===== src/rtl/credit_display_controller.sv =====
// -----------------------------------------------------------------------------
// credit_display_controller
//
// Purpose:
//   Drives the cabinet's multiplexed 7-segment credit display. Each load strobe
//   takes a binary credit count. The count is saturated to the largest value
//   the display can show. A sequential double-dabble engine then converts it to
//   BCD, one bit per clock. The result is latched into a display register. The
//   digits of that register are time-multiplexed onto one shared, active-low
//   segment bus.
//
// Ports:
//   clk                  in   system clock (VGA pixel clock domain)
//   reset                in   asynchronous, active-high reset
//   win_credits          in   win amount for the last spin
//   is_win               in   single-cycle load strobe for win_credits
//   total_credits        in   player credit balance
//   is_total             in   single-cycle load strobe for total_credits
//                             (wins over is_win when both are high)
//   seven_segment_output out  segments {g,f,e,d,c,b,a}, active-low, registered
//   digit_en             out  digit enables, active-low one-hot, registered
//   busy                 out  conversion in progress
//   showing_win          out  display register currently holds a win amount
//
// Build option:
//   SEVSEG_WIN_BLINK_EN  when defined, a win amount blinks with a half-period
//                        of BLINK_DIV clocks. When undefined, wins are shown
//                        steadily and BLINK_DIV is only range-checked.
// -----------------------------------------------------------------------------
module credit_display_controller #(
    parameter int CREDIT_W    = 14,
    parameter int NDIGITS     = 4,
    parameter int REFRESH_DIV = 4096,
    parameter int BLINK_DIV   = 4194304
) (
    input  logic                clk,
    input  logic                reset,
    input  logic [CREDIT_W-1:0] win_credits,
    input  logic                is_win,
    input  logic [CREDIT_W-1:0] total_credits,
    input  logic                is_total,
    output logic [6:0]          seven_segment_output,
    output logic [NDIGITS-1:0]  digit_en,
    output logic                busy,
    output logic                showing_win
);

    // Largest decimal value the display can hold, e.g. 9999 for four digits.
    function automatic longint pow10(input int n);
        longint r;
        r = 1;
        for (int i = 0; i < n; i++) begin
            r = r * 10;
        end
        return r;
    endfunction

    localparam longint MAX_VAL = pow10(NDIGITS) - 1;
    localparam int     BCD_W   = 4 * NDIGITS;
    localparam int     CNT_W   = $clog2(CREDIT_W + 1);
    localparam int     REF_W   = $clog2(REFRESH_DIV);
    localparam int     IDX_W   = (NDIGITS > 1) ? $clog2(NDIGITS) : 1;

    // Conversion FSM encoding
    localparam logic [1:0] S_IDLE   = 2'd0;
    localparam logic [1:0] S_SHIFT  = 2'd1;
    localparam logic [1:0] S_COMMIT = 2'd2;

    // Refuse to elaborate with settings the counters cannot represent.
    if (CREDIT_W < 2 || NDIGITS < 1 || REFRESH_DIV < 2 || BLINK_DIV < 2) begin : gen_param_check
        $error("credit_display_controller: unsupported parameter values");
    end

    // Values beyond what the display can show are clamped before conversion,
    // so the BCD accumulator never has to hold a carry out of the top digit.
    function automatic logic [CREDIT_W-1:0] saturate(input logic [CREDIT_W-1:0] v);
        if (longint'(v) > MAX_VAL) begin
            return CREDIT_W'(MAX_VAL);
        end
        return v;
    endfunction

    // Standard active-low 0-9 patterns, bit order {g,f,e,d,c,b,a}.
    function automatic logic [6:0] decodeDigit(input logic [3:0] d);
        case (d)
            4'd0:    return 7'b1000000;
            4'd1:    return 7'b1111001;
            4'd2:    return 7'b0100100;
            4'd3:    return 7'b0110000;
            4'd4:    return 7'b0011001;
            4'd5:    return 7'b0010010;
            4'd6:    return 7'b0000010;
            4'd7:    return 7'b1111000;
            4'd8:    return 7'b0000000;
            4'd9:    return 7'b0010000;
            default: return 7'h7F;
        endcase
    endfunction

    logic [1:0]          state_q,     state_d;
    logic [CREDIT_W-1:0] bin_q,       bin_d;
    logic [BCD_W-1:0]    bcd_q,       bcd_d;
    logic [CNT_W-1:0]    bitCnt_q,    bitCnt_d;
    logic                tag_q,       tag_d;
    logic                pendValid_q, pendValid_d;
    logic [CREDIT_W-1:0] pendVal_q,   pendVal_d;
    logic                pendWin_q,   pendWin_d;
    logic [BCD_W-1:0]    disp_q,      disp_d;
    logic                showWin_q,   showWin_d;
    logic [REF_W-1:0]    refCnt_q,    refCnt_d;
    logic [IDX_W-1:0]    idx_q,       idx_d;
    logic [6:0]          seg_q,       seg_d;
    logic [NDIGITS-1:0]  digEn_q,     digEn_d;

    logic                newValid;
    logic                newWin;
    logic [CREDIT_W-1:0] newVal;
    logic                startPend;
    logic                startNew;
    logic [BCD_W-1:0]    adjusted;
    logic [NDIGITS-1:0]  blank;
    logic                blinkOff;

    // Pick the incoming strobe. A total beats a win arriving in the same cycle.
    // The chosen value is saturated here, so a pending entry holds the final value.
    always_comb begin
        newValid = is_total | is_win;
        newWin   = is_win & ~is_total;
        newVal   = saturate(is_total ? total_credits : win_credits);
    end

    // The one-entry pending buffer. An idle FSM drains the pending entry first.
    // A strobe is captured whenever it cannot start a conversion right away:
    // either the FSM is busy, or it is idle but draining a pending entry.
    // The newest strobe always overwrites the entry.
    always_comb begin
        startPend   = (state_q == S_IDLE) && pendValid_q;
        startNew    = (state_q == S_IDLE) && !pendValid_q && newValid;
        pendValid_d = pendValid_q;
        pendVal_d   = pendVal_q;
        pendWin_d   = pendWin_q;
        if (startPend) begin
            pendValid_d = 1'b0;
        end
        if (newValid && !startNew) begin
            pendValid_d = 1'b1;
            pendVal_d   = newVal;
            pendWin_d   = newWin;
        end
    end

    // Conversion FSM. SHIFT runs one double-dabble step per clock. Each step
    // adds 3 to every nibble of 5 or more, then shifts the binary MSB into the
    // BCD accumulator. After CREDIT_W steps the accumulator holds the decimal
    // value. COMMIT is the only place the display register is written, so the
    // display keeps the previous value while a conversion runs.
    always_comb begin
        state_d   = state_q;
        bin_d     = bin_q;
        bcd_d     = bcd_q;
        bitCnt_d  = bitCnt_q;
        tag_d     = tag_q;
        disp_d    = disp_q;
        showWin_d = showWin_q;
        adjusted  = bcd_q;
        for (int k = 0; k < NDIGITS; k++) begin
            if (adjusted[4*k +: 4] >= 4'd5) begin
                adjusted[4*k +: 4] = adjusted[4*k +: 4] + 4'd3;
            end
        end
        case (state_q)
            S_IDLE: begin
                if (startPend || startNew) begin
                    bin_d    = startPend ? pendVal_q : newVal;
                    tag_d    = startPend ? pendWin_q : newWin;
                    bcd_d    = '0;
                    bitCnt_d = '0;
                    state_d  = S_SHIFT;
                end
            end
            S_SHIFT: begin
                bcd_d    = {adjusted[BCD_W-2:0], bin_q[CREDIT_W-1]};
                bin_d    = {bin_q[CREDIT_W-2:0], 1'b0};
                bitCnt_d = bitCnt_q + CNT_W'(1);
                if (bitCnt_q == CNT_W'(CREDIT_W - 1)) begin
                    state_d = S_COMMIT;
                end
            end
            S_COMMIT: begin
                disp_d    = bcd_q;
                showWin_d = tag_q;
                state_d   = S_IDLE;
            end
            default: begin
                state_d = S_IDLE;
            end
        endcase
    end

    // Leading-zero blanking. Walk down from the most significant digit.
    // A digit is blank while it and every digit above it are zero.
    // Digit 0 always shows, so a zero balance still reads "0".
    always_comb begin
        logic allZero;
        allZero = 1'b1;
        blank   = '0;
        for (int k = NDIGITS - 1; k >= 0; k--) begin
            allZero  = allZero & (disp_q[4*k +: 4] == 4'd0);
            blank[k] = (k != 0) ? allZero : 1'b0;
        end
    end

    // Digit scan. Each digit stays enabled for REFRESH_DIV clocks.
    // The segment and enable registers are both loaded every clock from the
    // next digit index. They therefore always switch on the same edge, which
    // avoids ghosting between neighbouring digits.
    always_comb begin
        logic [3:0] nibble;
        logic       blankSel;
        refCnt_d = refCnt_q + REF_W'(1);
        idx_d    = idx_q;
        if (refCnt_q == REF_W'(REFRESH_DIV - 1)) begin
            refCnt_d = '0;
            idx_d    = (idx_q == IDX_W'(NDIGITS - 1)) ? '0 : idx_q + IDX_W'(1);
        end
        nibble   = 4'd0;
        blankSel = 1'b0;
        for (int k = 0; k < NDIGITS; k++) begin
            if (idx_d == IDX_W'(k)) begin
                nibble   = disp_q[4*k +: 4];
                blankSel = blank[k];
            end
        end
        seg_d   = (blankSel || blinkOff) ? 7'h7F : decodeDigit(nibble);
        digEn_d = ~(NDIGITS'(1) << idx_d);
    end

`ifdef SEVSEG_WIN_BLINK_EN
    localparam int BLINK_W = $clog2(BLINK_DIV);

    logic [BLINK_W-1:0] blinkCnt_q, blinkCnt_d;
    logic               blinkOn_q,  blinkOn_d;

    // Blink phase for win amounts. Every COMMIT restarts the phase in the on
    // state, so a new value is always visible at once. While a total is shown
    // the counter is held, so totals never blink.
    always_comb begin
        blinkCnt_d = blinkCnt_q;
        blinkOn_d  = blinkOn_q;
        if (state_q == S_COMMIT) begin
            blinkCnt_d = '0;
            blinkOn_d  = 1'b1;
        end else if (showWin_q) begin
            if (blinkCnt_q == BLINK_W'(BLINK_DIV - 1)) begin
                blinkCnt_d = '0;
                blinkOn_d  = ~blinkOn_q;
            end else begin
                blinkCnt_d = blinkCnt_q + BLINK_W'(1);
            end
        end else begin
            blinkCnt_d = '0;
            blinkOn_d  = 1'b1;
        end
    end

    // Blink phase registers
    always_ff @(posedge clk or posedge reset) begin
        if (reset) begin
            blinkCnt_q <= '0;
            blinkOn_q  <= 1'b1;
        end else begin
            blinkCnt_q <= blinkCnt_d;
            blinkOn_q  <= blinkOn_d;
        end
    end

    assign blinkOff = ~blinkOn_q;
`else
    assign blinkOff = 1'b0;
`endif

    // State registers. Reset discards any running conversion and any pending
    // entry. It puts the outputs straight back to showing "0" on digit 0.
    always_ff @(posedge clk or posedge reset) begin
        if (reset) begin
            state_q     <= S_IDLE;
            bin_q       <= '0;
            bcd_q       <= '0;
            bitCnt_q    <= '0;
            tag_q       <= 1'b0;
            pendValid_q <= 1'b0;
            pendVal_q   <= '0;
            pendWin_q   <= 1'b0;
            disp_q      <= '0;
            showWin_q   <= 1'b0;
            refCnt_q    <= '0;
            idx_q       <= '0;
            seg_q       <= 7'b1000000;
            digEn_q     <= ~NDIGITS'(1);
        end else begin
            state_q     <= state_d;
            bin_q       <= bin_d;
            bcd_q       <= bcd_d;
            bitCnt_q    <= bitCnt_d;
            tag_q       <= tag_d;
            pendValid_q <= pendValid_d;
            pendVal_q   <= pendVal_d;
            pendWin_q   <= pendWin_d;
            disp_q      <= disp_d;
            showWin_q   <= showWin_d;
            refCnt_q    <= refCnt_d;
            idx_q       <= idx_d;
            seg_q       <= seg_d;
            digEn_q     <= digEn_d;
        end
    end

    assign seven_segment_output = seg_q;
    assign digit_en             = digEn_q;
    assign busy                 = (state_q != S_IDLE);
    assign showing_win          = showWin_q;

endmodule


===== config.mk =====
export PLATFORM = sky130hd
export DESIGN_NAME = credit_display_controller
export DESIGN_NICKNAME = d
export VERILOG_FILES = /design/src/rtl/credit_display_controller.sv
export SDC_FILE = /design/constraint.sdc
export NUM_CORES = 1
export LEC_CHECK = 0
export ABC_AREA = 1
export CORE_MARGIN = 3
export CORE_UTILIZATION = 55
export CTS_CLUSTER_DIAMETER = 120
export CTS_CLUSTER_SIZE = 16
export DETAILED_ROUTE_END_ITERATION = 7
export PLACE_DENSITY = 0.87
export SYNTH_ARGS = -nofsm -noshare
export SYNTH_HDL_FRONTEND = slang
export SYNTH_SLANG_ARGS = --single-unit

===== constraint.sdc =====
create_clock -name clk -period 4.6 [get_ports clk]
set_clock_uncertainty 0.05 [all_clocks]
set_input_delay 1.15 -clock clk [delete_from_list [all_inputs] [get_ports clk]]
set_output_delay 1.15 -clock clk [all_outputs]
set_load 0.005 [all_outputs]

### Word level (Yosys, flattened, before mapping)

Memory sizes are Yosys's and may differ from the RTL's.
Cells that the tools add are included.

| storage, ports and cells | value |
|---|---|
| bits in registers | 95 |
| ROM bits | 112 |
| input bits | 32 |
| output and inout port bits | 13 |
| logic and storage cells | 94 |
| memories kept | 1 |

Memory list:

| memory | depth | width | rd ports | clocked after memory_dff | write ports | RTL line | text |
|---|---|---|---|---|---|---|---|
| (name not given) | 16 | 7 | 1 | 0 | 0 | 85 | `case (d)` |

| operators by class | value |
|---|---|
| add/subtract/negate cells | 7 |
| $lt $le $gt $ge | 5 |
| equal/unequal tests | 10 |
| shift operators | 1 |
| muxes and demuxes | 32 |
| bitwise operators | 6 |
| reductions and logical operators | 18 |

Operators with widths:

| operator | count |
|---|---|
| $mux 14 | 5 |
| $mux 4 | 8 |
| $pmux 16 s2 | 1 |
| $pmux 14 s2 | 1 |
| $ge 4x3->1 const B | 4 |
| $mux 16 | 1 |
| $gt 14x14->1 const B | 1 |
| $add 12x1->12 const B | 1 |
| $add 4x2->4 const B | 3 |
| $eq 12x12->1 const B | 1 |
| $logic_not 4->1 | 3 |
| $mux 12 | 1 |
| $eq 2x2->1 const B | 4 |
| $mux 2 | 4 |
| $pmux 4 s2 | 1 |
| $mux 1 | 7 |
| $mux 7 | 1 |
| $reduce_and 2->1 | 3 |
| $reduce_bool 2->1 | 3 |
| $add 4x1->4 const B | 1 |
| $eq 2x1->1 const B | 2 |
| $eq 4x4->1 const B | 1 |
| $logic_and 1x1->1 | 4 |
| $logic_not 2->1 | 2 |
| other kinds (13) | 16 |

### Logic depth before layout (Yosys ltp)

An unclocked memory read counts as a cell.

| logic depth | value |
|---|---|
| depth after elaboration | 10 |
| mapped depth | 16 |
| mapped depth without buffers | 15 |

### Worst setup path before layout

No wires, ideal clock.

| timing path | value |
|---|---|
| path kind | input to register |
| from | input is_total |
| to | register bin_q[0] |
| library setup time | 0.129 ns |
| data arrival time | 2.381 ns |
| data required time | 4.421 ns |
| slack | 2.040 ns |
| cell stages on the path | 14 |
| buffers on the path | 3 |
| cell sequence | clkbuf_2 > inv_1 > buf_2 > nand2_1 > nand2_1 > nor2_1 > nand2_1 > nand4_1 > nand3_1 > nand2_1 > buf_4 > nand3_1 > o21ai_0 > o21ai_0 |

| on the way | value |
|---|---|
| longest elaborated chain between the ends | 7 |
| elaborated cells between the ends (all ways) | 12 |
| classes of those cells | order compare: 1; eq/ne: 1; mux: 6; bitwise: 1; reduce/logical: 3 |

RTL lines:

| item | RTL line | text |
|---|---|---|
| from (decl) | 41 | `input logic is_total,` |
| $mux 14 | 129 | `newVal = saturate(is_total ? total_credits : win_credits);` |
| $gt 14x14->1 | 77 | `if (longint'(v) > MAX_VAL) begin` |
| $mux 1 | 77 |  |
| $mux 14 | 80 | `return v;` |
| $mux 14 | 174 | `bin_d = startPend ? pendVal_q : newVal;` |
| $mux 14 | 173 | `if (startPend \|\| startNew) begin` |
| $pmux 14 s2 | 171 | `case (state_q)` |
| to (signal assigned) | 302 | `bin_q <= bin_d;` |
| to (decl) | 101 | `logic [CREDIT_W-1:0] bin_q, bin_d;` |

Parallel ways exist; a longest one is shown, timed or not. The select of a mux whose other input is x is not followed.
A chain may end at the register's enable or synchronous reset.

### Worst setup path after layout

Ends and elaborated chain as after synthesis.

==> flow_metrics.env <==
export IMPL_synth_seq_cells=95
export IMPL_die_y_um=101
export IMPL_synthCells=616
export IMPL_instances_no_fill=766
export IMPL_switching_share=0.347
export IMPL_cts_tree="built"
export IMPL_timing_rr_start="state_q[1]"
export IMPL_grt_pass1_wl_um=18500
export IMPL_hold_class="reg2reg"
export IMPL_ios=45
export IMPL_layout_drive_gt1_share=0.0790
export IMPL_synthFlopType="dfrtp_1"
export IMPL_hpwl_um=7470
export IMPL_syn_area_per_cell_sq_um=8.09
export IMPL_clockRootBuffer="clkbuf_8"
export IMPL_hold_start="pendVal_q[7]"
export IMPL_crit_type="in2reg"
export IMPL_yosysWarnings=0
export IMPL_cts_max_level=3
export IMPL_rsz0062_at_grt="false"
export IMPL_intPower_mw=1.56
export IMPL_comb_power_share=0.295
export IMPL_grt_overflow_total=0
export IMPL_synth_area_leaders="dfrtp_1 46%, nand2_1 13%, nand3_1 4.8%"
export IMPL_synth_async_reset_ratio=1.00
export IMPL_insertion_delay_ps=360
export IMPL_finalHoldViolations=0
export IMPL_synth_top_cell_area_share=0.457
export IMPL_worst_path_max_fanout=21
export IMPL_synth_cell_types=44
export IMPL_min_period_ps=3400
export IMPL_power_frac_seq=0.469
export IMPL_viasPerCell=5.51
export IMPL_cts_resized=0
export IMPL_layout_setup_ws_ps=1200
export IMPL_worst_pin_slew_ps=961
export IMPL_fp_coreArea_sq_um=8760
export IMPL_wl_per_cell_um=13.6
export IMPL_first_pass_iters=4
export IMPL_max_freq_mhz=294
export IMPL_cp_startpoint="is_total"
export IMPL_arrival_ps=3590
export IMPL_vias=4223
export IMPL_p_clk_frac=0.236
export IMPL_antenna_found_initial=0
export IMPL_grt_pass1_vias=4245
export IMPL_rows=34
export IMPL_cts_setup_buffers=0
export IMPL_dieArea_sq_um=10200
export IMPL_area_growth_pct=14.3
export IMPL_drc_errors=0
export IMPL_p_switching_mw=0.830
export IMPL_grtUsageTotal=0.223
export IMPL_setup_viol_count_final=0
export IMPL_p_leak_nw=2.79
export IMPL_finalCritPeriodShare=0.740
export IMPL_status="finished clean"
export IMPL_syn_area_sq_um=4990
export IMPL_final_nets=698
export IMPL_n_fill_cell=709
export IMPL_place_gp_congestion=0.898
export IMPL_grt_max_degree=77
export IMPL_initial_utilization=0.569
export IMPL_wl_um=10400
export IMPL_synth_largest_area_cell="dfrtp_1"
export IMPL_dp_slack_ps=814
export IMPL_port_buffers=44
export IMPL_synth_top_cells_by_count="178 x nand2_1, 91 x dfrtp_1, 62 x inv_1, 54 x nor2_1, 48 x nand3_1"
export IMPL_setup_tns_final_ps=0
export IMPL_critPathCaptureType="flop"
export IMPL_synth_most_common_cell="nand2_1"
export IMPL_synth_edff_count=0
export IMPL_irDropWorstVdd_v=0.000194
export IMPL_start_kind="primary input"
export IMPL_yosysSeqAreaShare=0.478
export IMPL_cap_viol_max_count=0
export IMPL_drt_first_iter_violations=290
export IMPL_postCtsHoldBufs=0
export IMPL_diodes=0
export IMPL_postLayoutCoreUtil=0.650
export IMPL_place_inst=750
export IMPL_cts_buffers=9
export IMPL_synth_nets=661
export IMPL_ant_nets=0
export IMPL_slew_violations=0
export IMPL_clock_sinks=95
export IMPL_crit_required_ps=4790
export IMPL_clock_path_buffers=2
export IMPL_power_density_nw_per_um2=420
export IMPL_die_x_um=101
export IMPL_path_clk_slew_ps=90
export IMPL_slew_headroom=0.359
==> registers in the layout, indices dropped and copies added, names as in the netlist, 4 cells and up <==
signal,count
pendVal_q,14
digit_en,4
bitCnt_q,4
bin_q,14
seven_segment_output,7
bcd_q,16
refCnt_q,12
disp_q,16
==> critical path, cell delays in order <==
cell             delay [ps]
clkdlybuf4s50_1         660
inv_1                   240
or2_2                   330
o21a_1                  120
nand4_1                  90
nand3_1                  70
nand2_1                 470
nand3_1                 170
o21ai_0                 190
o21ai_0                 100
==> layer usage <==
metal	wire length, um	vias up	GRT usage
met5	0	-	0
met2	5420	90	0.390
met1	4450	2049	0.270
li1	-	2068	-
met4	155	0	0.0971
met3	415	16	0.0399
==> path summary, 6_finish.rpt <==
kind / slack [ps] / to / depth (start not counted)
worst max-delay path: 1200 / bin_q[0] / 10
worst min-delay path: 440 / pendVal_q[7] / 2
worst max register to register: 1800 / bin_q[12] / 7
worst min register to register: 440 / pendVal_q[7] / 2
max in group asynchronous: 2740 / seven_segment_output[6] / 3
min in group asynchronous: 1020 / pendWin_q / 2
==> through the flow <==
stage               hold WS (ps)  total power [mW]  area (sq um)
CTS                          441              2.41          5700
finish                       439              2.39          5700
floorplan                    398              1.59          4990
global placement             413              1.77          5490
detailed placement           416              1.83          5490
global route                 469              2.57          5700
==> kinds of logic after synthesis <==
family	synth area share
fa+ha+maj	0.0326
compound gates	0.108
flops	0.478
mux	0.00803
buf+inv	0.0735
simple gates	0.284
xor+xnor	0.0158
==> area by class of cell <==
type                       count  area [sq um]  share of cell area
timing repair buffer          49           490              0.0861
clock inverter                 5          66.3              0.0116
inverter                      65           245              0.0430
clock buffer                  11           141              0.0248
sequential                    95          2380               0.418
multi-input combinational    433          2240               0.393
tap                          108           135              0.0237
==> placed cells by master (no fill, tap or decap), types with 3 or more instances in the layout <==
master,n
xnor2_1,3
ha_1,13
a31oi_1,7
inv_1,61
dfrtp_1,91
nor2_4,4
mux2i_1,4
nand3_2,3
nand2_2,8
clkbuf_8,10
o21ai_0,47
o32ai_1,10
nand3_1,48
xor2_1,6
or2_2,3
nand2_4,3
buf_4,4
dfstp_2,4
a21oi_1,12
nor2_1,54
o22ai_1,4
clkdlybuf4s50_1,44
nand4_1,7
nand2_1,178
==> power by group through the flow <==
stage / Combinational (mW) / Clock [mW] / Sequential, mW
4_1_cts: 0.704 / 0.583 / 1.12
2_1_floorplan: 0.490 / 0 / 1.10
6_report: 0.704 / 0.566 / 1.12
3_5_place_dp: 0.698 / 0 / 1.14
3_3_place_gp: 0.654 / 0 / 1.12
5_1_grt: 0.811 / 0.613 / 1.14
(Power assumes the default switching activity.)
